[src/rtl/mult_accumulator.sv]
// Run-length product accumulator with a one-deep staging register ahead of the adder.
// Optional build macro MULT_ACC_SAT_EN selects saturating instead of wrapping accumulation.
module mult_accumulator #(
    parameter int unsigned SIZE  = 16,
    parameter int unsigned GUARD = 8,
    parameter int unsigned CNT_W = 8
) (
    input  logic                        Clock,
    input  logic                        Reset,
    input  logic                        iStart,
    input  logic [CNT_W-1:0]            iLength,
    input  logic                        iValid,
    input  logic [2*SIZE-1:0]           iProduct,
    output logic                        oReady,
    output logic [2*SIZE+GUARD-1:0]     oAcc,
    output logic                        oDone,
    output logic                        oBusy,
    output logic                        oOverflow
);

    localparam int unsigned PROD_W = 2 * SIZE;
    localparam int unsigned ACC_W  = 2 * SIZE + GUARD;
    localparam int unsigned SUM_W  = ACC_W + 1;

    typedef enum logic [1:0] {
        IDLE  = 2'd0,
        ACC   = 2'd1,
        DRAIN = 2'd2,
        DONE  = 2'd3
    } state_t;

    state_t              state;
    logic [CNT_W-1:0]    count;
    logic                stage_vld;
    logic [PROD_W-1:0]   stage;
    logic                beat;
    logic [SUM_W-1:0]    sum;
    logic [ACC_W-1:0]    add_res;

    // Ready depends only on state and iStart, never on iValid.
    assign oReady = (state == ACC) && (count != '0) && !iStart;
    assign beat   = iValid && oReady;
    assign sum    = {1'b0, oAcc} + SUM_W'(stage);

`ifdef MULT_ACC_SAT_EN
    assign add_res = sum[ACC_W] ? '1 : sum[ACC_W-1:0];
`else
    assign add_res = sum[ACC_W-1:0];
`endif

    always_ff @(posedge Clock or negedge Reset) begin
        if (!Reset) begin
            state     <= IDLE;
            count     <= '0;
            stage_vld <= 1'b0;
            stage     <= '0;
            oAcc      <= '0;
            oDone     <= 1'b0;
            oBusy     <= 1'b0;
            oOverflow <= 1'b0;
        end else if (iStart) begin
            // A new run pre-empts anything in flight, including a staged product.
            oAcc      <= '0;
            oOverflow <= 1'b0;
            count     <= iLength;
            stage_vld <= 1'b0;
            oDone     <= (iLength == '0);
            oBusy     <= (iLength != '0);
            state     <= (iLength == '0) ? DONE : ACC;
        end else begin
            oDone     <= 1'b0;
            stage_vld <= beat;
            if (beat) begin
                stage <= iProduct;
            end
            if (stage_vld) begin
                oAcc <= add_res;
                if (sum[ACC_W]) begin
                    oOverflow <= 1'b1;
                end
            end
            case (state)
                IDLE: begin
                end
                ACC: begin
                    if (beat) begin
                        count <= count - CNT_W'(1);
                        if (count == CNT_W'(1)) begin
                            state <= DRAIN;
                        end
                    end
                end
                DRAIN: begin
                    state <= DONE;
                    oDone <= 1'b1;
                    oBusy <= 1'b0;
                end
                DONE: begin
                    state <= IDLE;
                end
                default: begin
                    state <= IDLE;
                end
            endcase
        end
    end

endmodule
[config.mk]
export PLATFORM = sky130hd
export DESIGN_NAME = mult_accumulator
export DESIGN_NICKNAME = d
export VERILOG_FILES = /design/src/rtl/mult_accumulator.sv
export SDC_FILE = /design/constraint.sdc
export NUM_CORES = 1
export LEC_CHECK = 0
export ABC_AREA = 1
export ABC_CLOCK_PERIOD_IN_PS = 4000
export CAP_MARGIN = 20
export CORE_AREA = 2 2 105 107
export CTS_BUF_LIST = sky130_fd_sc_hd__clkbuf_2
export DETAILED_ROUTE_END_ITERATION = 12
export DIE_AREA = 0 0 107 109
export HOLD_SLACK_MARGIN = 0.03
export PLACE_DENSITY = 0.85
export SLEW_MARGIN = 25
export SYNTH_ARGS = -nofsm -noshare
export SYNTH_HDL_FRONTEND = slang
export SYNTH_SLANG_ARGS = --single-unit
[constraint.sdc]
create_clock -name Clock -period 4 [get_ports Clock]
set_input_delay 1 -clock Clock [delete_from_list [all_inputs] [get_ports Clock]]
set_output_delay 1 -clock Clock [all_outputs]
set_load 0.03 [all_outputs]
# Word-level counts from Yosys, hierarchy flattened
# Index checks and enable logic that the tools add are counted.
# op_classes
n_addsub	2
n_eq_ne	6
n_mux	18
bitwise_logic	1
reduce_logical	17
# op_table
cell	n
40-bit two-way mux	2
40-bit by 32-bit adder with 41-bit output	1
8-bit two-way mux	3
8-bit nonzero test	2
2-bit nonzero test	5
8-bit by 1-bit == test with 1-bit output, second input constant	1
8-bit logical NOT	1
1-bit two-way mux	8
2-bit two-way mux	4
8-bit by 1-bit subtractor with 8-bit output, second input constant	1
2-bit case mux with 3 select lines	1
2-bit AND reduction	3
2-bit == test, second input constant	2
4-bit nonzero test	1
1-bit logical AND	3
3-bit by 2-bit inequality test with 1-bit output, second input constant	1
3-bit inequality test, second input constant	1
3-bit AND reduction	1
2-bit by 1-bit == test with 1-bit output, second input constant	1
1-bit logical NOT	1
1-bit inverter	1
# word_totals
regBits	86
inputBits	44
out_inout_bits	44
word_cells	52

# Longest topological paths before layout
# depth
ltp_word	7
depth_mapped	14
depth_no_buf	14

# Least setup slack after synthesis
# Ideal clock, no wire load.
# synth_path
kind	in2out
start	in iStart
end	out oReady
arrival_time_ns	1.711
t_required_ns	3.000
slack_ns	1.289
stages	3
path_buffers	1
cell_sequence	buf_2 -> nor3_2 -> and2_1
# synth_via
elab_chain_len	2
# synth_rtl
item	line	text
start: declaration	10	input logic iStart,
1-bit logical NOT	41	assign oReady = (state == ACC) && (count != '0) && !iStart;
1-bit logical AND	41	
end: declaration	14	output logic oReady,
# No other way between the ends.

# Worst setup path after layout
# Ends and elaborated chain as after synthesis.

==> run summary <==
Outcome -> completed
Kind of path behind the tightest hold check -> input pin to asynchronous set/reset pin
Worst endpoint required time -> 3000 ps
Count of antenna-violating nets left after detailed routing -> 0
Gate family responsible for the most delay along the worst path -> buffers and inverters
Clock tree from TritonCTS -> yes
Y dimension of the die -> 109 um
Buffers inserted by post-CTS timing repair -> 0
Crit-path most repeated cell -> sky130_fd_sc_hd__clkdlybuf4s50_1
# rows -> 38
Per-cell via count in the routed design -> 5.17
Net count reported at finish -> 1,089
Number of antenna cells inserted -> 0
Largest net degree at the start of global routing -> 53
Library cell with the largest summed area after synthesis -> sky130_fd_sc_hd__dfrtp_1
Hold Violations, Final -> 0
Library cells used by synthesis -> 37
Areal power density over the cells -> 559 nW/um^2
Crit path buffers/inverters -> 2
Crit path time final -> 3540 ps
Post-route cell area -> 7250 um^2
Pre-CTS WS -> 468 ps
Critical-path top delay cell -> sky130_fd_sc_hd__clkdlybuf4s50_1
Number of gates given a new drive strength after cts -> 0
Area fraction of the dominant cell type after synthesis -> 0.351
Maximum clock frequency -> 0.283 GHz
Endpoint arrival time on the critical path -> 2540 ps
Mean Syn Cell Area -> 6.64 um^2
Crit-path cells -> clkdlybuf4s50_1 -> nor3_2 -> and2_1 -> clkdlybuf4s50_1
DP HPWL -> 11.6 mm
Final-report max-slew violation count -> 0
Setup violations, final -> 0
Startpoint-to-endpoint class of the critical path -> input pin to output port
Synth Register Bits -> 86
Weighted congestion reported at the end of routability-driven placement -> 1.00
Congestion Overflow GR -> 0
Synth warnings -> 0
Primary flip-flop cell chosen by synthesis mapping -> sky130_fd_sc_hd__dfrtp_1
Final cycle utilization of the critical path -> 0.884
Largest cells by area after synthesis -> sky130_fd_sc_hd__dfrtp_1 (35%), sky130_fd_sc_hd__nand2_1 (23%), sky130_fd_sc_hd__inv_1 (7.5%), sky130_fd_sc_hd__ha_1 (6.9%), sky130_fd_sc_hd__nor2_1 (4.1%)
Global-route wire length before repair -> 25.6 mm
Non-filler instance count after layout -> 1,155
Routed WL per cell -> 13.3 um
Leakage power summed over all cells -> 3.82 nW
Clock transition at the register clock pins on the worst setup and hold paths after CTS -> 240 ps
Std-Cell Core Area -> 10,600 um^2
# port buffers -> 87
Initial cell density of the core -> 0.578
Initial antenna violation count -> 0
Post-synth ARST share -> 1.00
Later-pin clock latency in the skew report -> 580 ps
Placed Instances -> 1,139
Setup repair after global routing missed its margin -> false
Number of max-capacitance violations reported -> 0
Skew final -> 29.9 ps
Count of flip-flops with a built-in enable after synthesis -> 0
Critical path's largest stage delay -> 660 ps
Drt total wl -> 15.3 mm
Library cell used as clock root buffer -> sky130_fd_sc_hd__clkbuf_2
Number of buffers added by the clock tree synthesis step -> 9
Worst-path fanout max -> 3
H-tree levels -> 3
Nets in the synthesized netlist -> 1,002
Number of buffers added to fix hold violations after cts -> 0
Total routing resource utilization after global routing -> 0.276
Post-placement cell area -> 7140 um^2
Relative max-transition margin -> 0.476
Post-synthesis instance area -> 6130 um^2
DRC viols -> 0
Top Ports -> 88
Post-route core utilization -> 0.683
Proportion of synthesized chip area in sequential cells -> 0.351
Fraction of layout instances using a drive strength above 1 -> 0.0591
CTS max path bufs -> 2
First DRT Iteration DRCs -> 303
Number of optimization iterations in the first detailed-route pass -> 5
Slack of the critical path -> 463 ps
Total vias in the final route -> 5,976
Slew at the pin with the worst max-slew slack -> 786 ps
Number of global-route vias before repair -> 5,541
Total Negative Setup Slacks -> 0 ps
Maximum resistive drop on vdd -> 0.271 mV
Critical path capture point type -> output port
Horizontal die dimension -> 107 um
Number of standard cells after synthesis -> 923
Area of the die -> 11,700 um^2
Critical Path Start Type -> input pin
Sink count of the clock tree -> 86
Area delta synth->final -> 18.2%
## cells in the mapped netlist (2+ instances only)
| library cell | count |
|---|---|
| sky130_fd_sc_hd__ha_1 | 34 |
| sky130_fd_sc_hd__nand2_1 | 382 |
| sky130_fd_sc_hd__o221ai_1 | 2 |
| sky130_fd_sc_hd__o21ai_0 | 29 |
| sky130_fd_sc_hd__o21ai_1 | 3 |
| sky130_fd_sc_hd__nor2_1 | 67 |
| sky130_fd_sc_hd__nor2_2 | 6 |
| sky130_fd_sc_hd__nand3b_1 | 7 |
| sky130_fd_sc_hd__nor3_2 | 4 |
| sky130_fd_sc_hd__o21bai_1 | 3 |
| sky130_fd_sc_hd__nand2_2 | 13 |
| sky130_fd_sc_hd__xor2_1 | 4 |
| sky130_fd_sc_hd__nand4_1 | 2 |
| sky130_fd_sc_hd__nor3_1 | 7 |
| sky130_fd_sc_hd__nor4_1 | 7 |
| sky130_fd_sc_hd__a31o_2 | 2 |
| sky130_fd_sc_hd__a21oi_1 | 46 |
| sky130_fd_sc_hd__and2_1 | 3 |
| sky130_fd_sc_hd__clkbuf_1 | 6 |
| sky130_fd_sc_hd__a22o_1 | 2 |
| sky130_fd_sc_hd__inv_1 | 123 |
| sky130_fd_sc_hd__nand3_1 | 41 |
| sky130_fd_sc_hd__inv_2 | 3 |
| sky130_fd_sc_hd__nor2_4 | 3 |
| sky130_fd_sc_hd__o211ai_1 | 4 |
| sky130_fd_sc_hd__buf_2 | 8 |
| sky130_fd_sc_hd__xnor2_1 | 11 |
| sky130_fd_sc_hd__nand3_2 | 7 |
| sky130_fd_sc_hd__dfrtp_1 | 86 |
## path summary, 6_finish.rpt
kind                            from         to  slack (ps)  cells after the start
setup / recovery              iStart     oReady         460                      4
max in group asynchronous      Reset  stage[23]        2870                      2
min in group Clock         stage[19]  stage[19]         520                      2
setup reg to reg             oAcc[0]   oAcc[36]        1670                     13
hold reg to reg            stage[19]  stage[19]         520                      2
hold / removal                 Reset   stage[4]         400                      1
## layout by cell type, fill, tap and decap left out, types with 4 or more instances in the layout
cell                              synthesis  layout
sky130_fd_sc_hd__o21ai_0                 29      29
sky130_fd_sc_hd__nand2_1                382     382
sky130_fd_sc_hd__nand2_2                 13      13
sky130_fd_sc_hd__nor2_1                  67      67
sky130_fd_sc_hd__nand3_1                 41      41
sky130_fd_sc_hd__nand3_2                  7       7
sky130_fd_sc_hd__nor4_1                   7       7
sky130_fd_sc_hd__nor3_1                   7       7
sky130_fd_sc_hd__clkdlybuf4s50_1          0      86
sky130_fd_sc_hd__ha_1                    34      34
sky130_fd_sc_hd__inv_1                  123     123
sky130_fd_sc_hd__a21oi_1                 46      46
sky130_fd_sc_hd__xnor2_1                 11      11
sky130_fd_sc_hd__nand3b_1                 7       7
sky130_fd_sc_hd__nor2_2                   6       6
sky130_fd_sc_hd__buf_4                    1       6
sky130_fd_sc_hd__dfrtp_1                 86      86
sky130_fd_sc_hd__clkbuf_2                 0       9
sky130_fd_sc_hd__o211ai_1                 4       4
sky130_fd_sc_hd__nor3_2                   4       4
sky130_fd_sc_hd__xor2_1                   4       4
## registers in the layout, summed over array words and instances (netlist names)
name and flops:
oBusy 1, state 2, count 8, stage_vld 1
stage 32, oOverflow 1, oDone 1, oAcc 40
## area by class of cell
cell class / count / area [um^2]
flip-flops and latches: 86 / 2150
multi-input cells: 695 / 3430
well taps: 140 / 175
clock buffers: 9 / 45.0
fillers: 981 / 3360
repair buffers: 92 / 906
inverters: 126 / 473
clock inverters: 7 / 65.1
## metal layers
metal | global-route usage | vias to the layer above | wire, um
li1 | - | 3062 | -
met1 | 0.361 | 2715 | 6870
met2 | 0.449 | 167 | 7070
met3 | 0.0568 | 32 | 1010
met4 | 0.115 | 0 | 393
met5 | 0 | - | 0
## kinds of logic (layout without fill, tap and decap cells)
kind of cell | after synthesis | after routing | synth area share
DFF | 86 | 86 | 0.351
buffers and inverters | 142 | 234 | 0.0892
and+or+nand+nor | 551 | 551 | 0.380
xor gates and xnor gates | 15 | 15 | 0.0214
adders and majority gates | 35 | 35 | 0.0727
AOI/OAI and AO/OA | 94 | 94 | 0.0855
## worst reg2reg max path: cells and delay by family (launching register included)
kind          cells  cell delay (ps)
simple gates     11             1100
fa+ha+maj         2              720
flops             1              460
## where the power goes
| part | leakage [nW] | switching [mW] | internal (mW) | total [mW] |
|---|---|---|---|---|
| clock network | 0.0707 | 0.308 | 0.140 | 0.448 |
| registers | 1.10 | 0.184 | 1.08 | 1.27 |
| logic | 2.65 | 1.47 | 0.871 | 2.34 |
| total | 3.82 | 1.96 | 2.10 | 4.05 |
## metrics by stage
stage	power [mW]	hold slack [ps]
floorplan	2.88	453
global placement	3.55	469
detailed placement	3.60	472
CTS	4.05	403
global route	4.39	410
finish	4.05	395
Note: power is estimated with default switching activity, not from simulation.
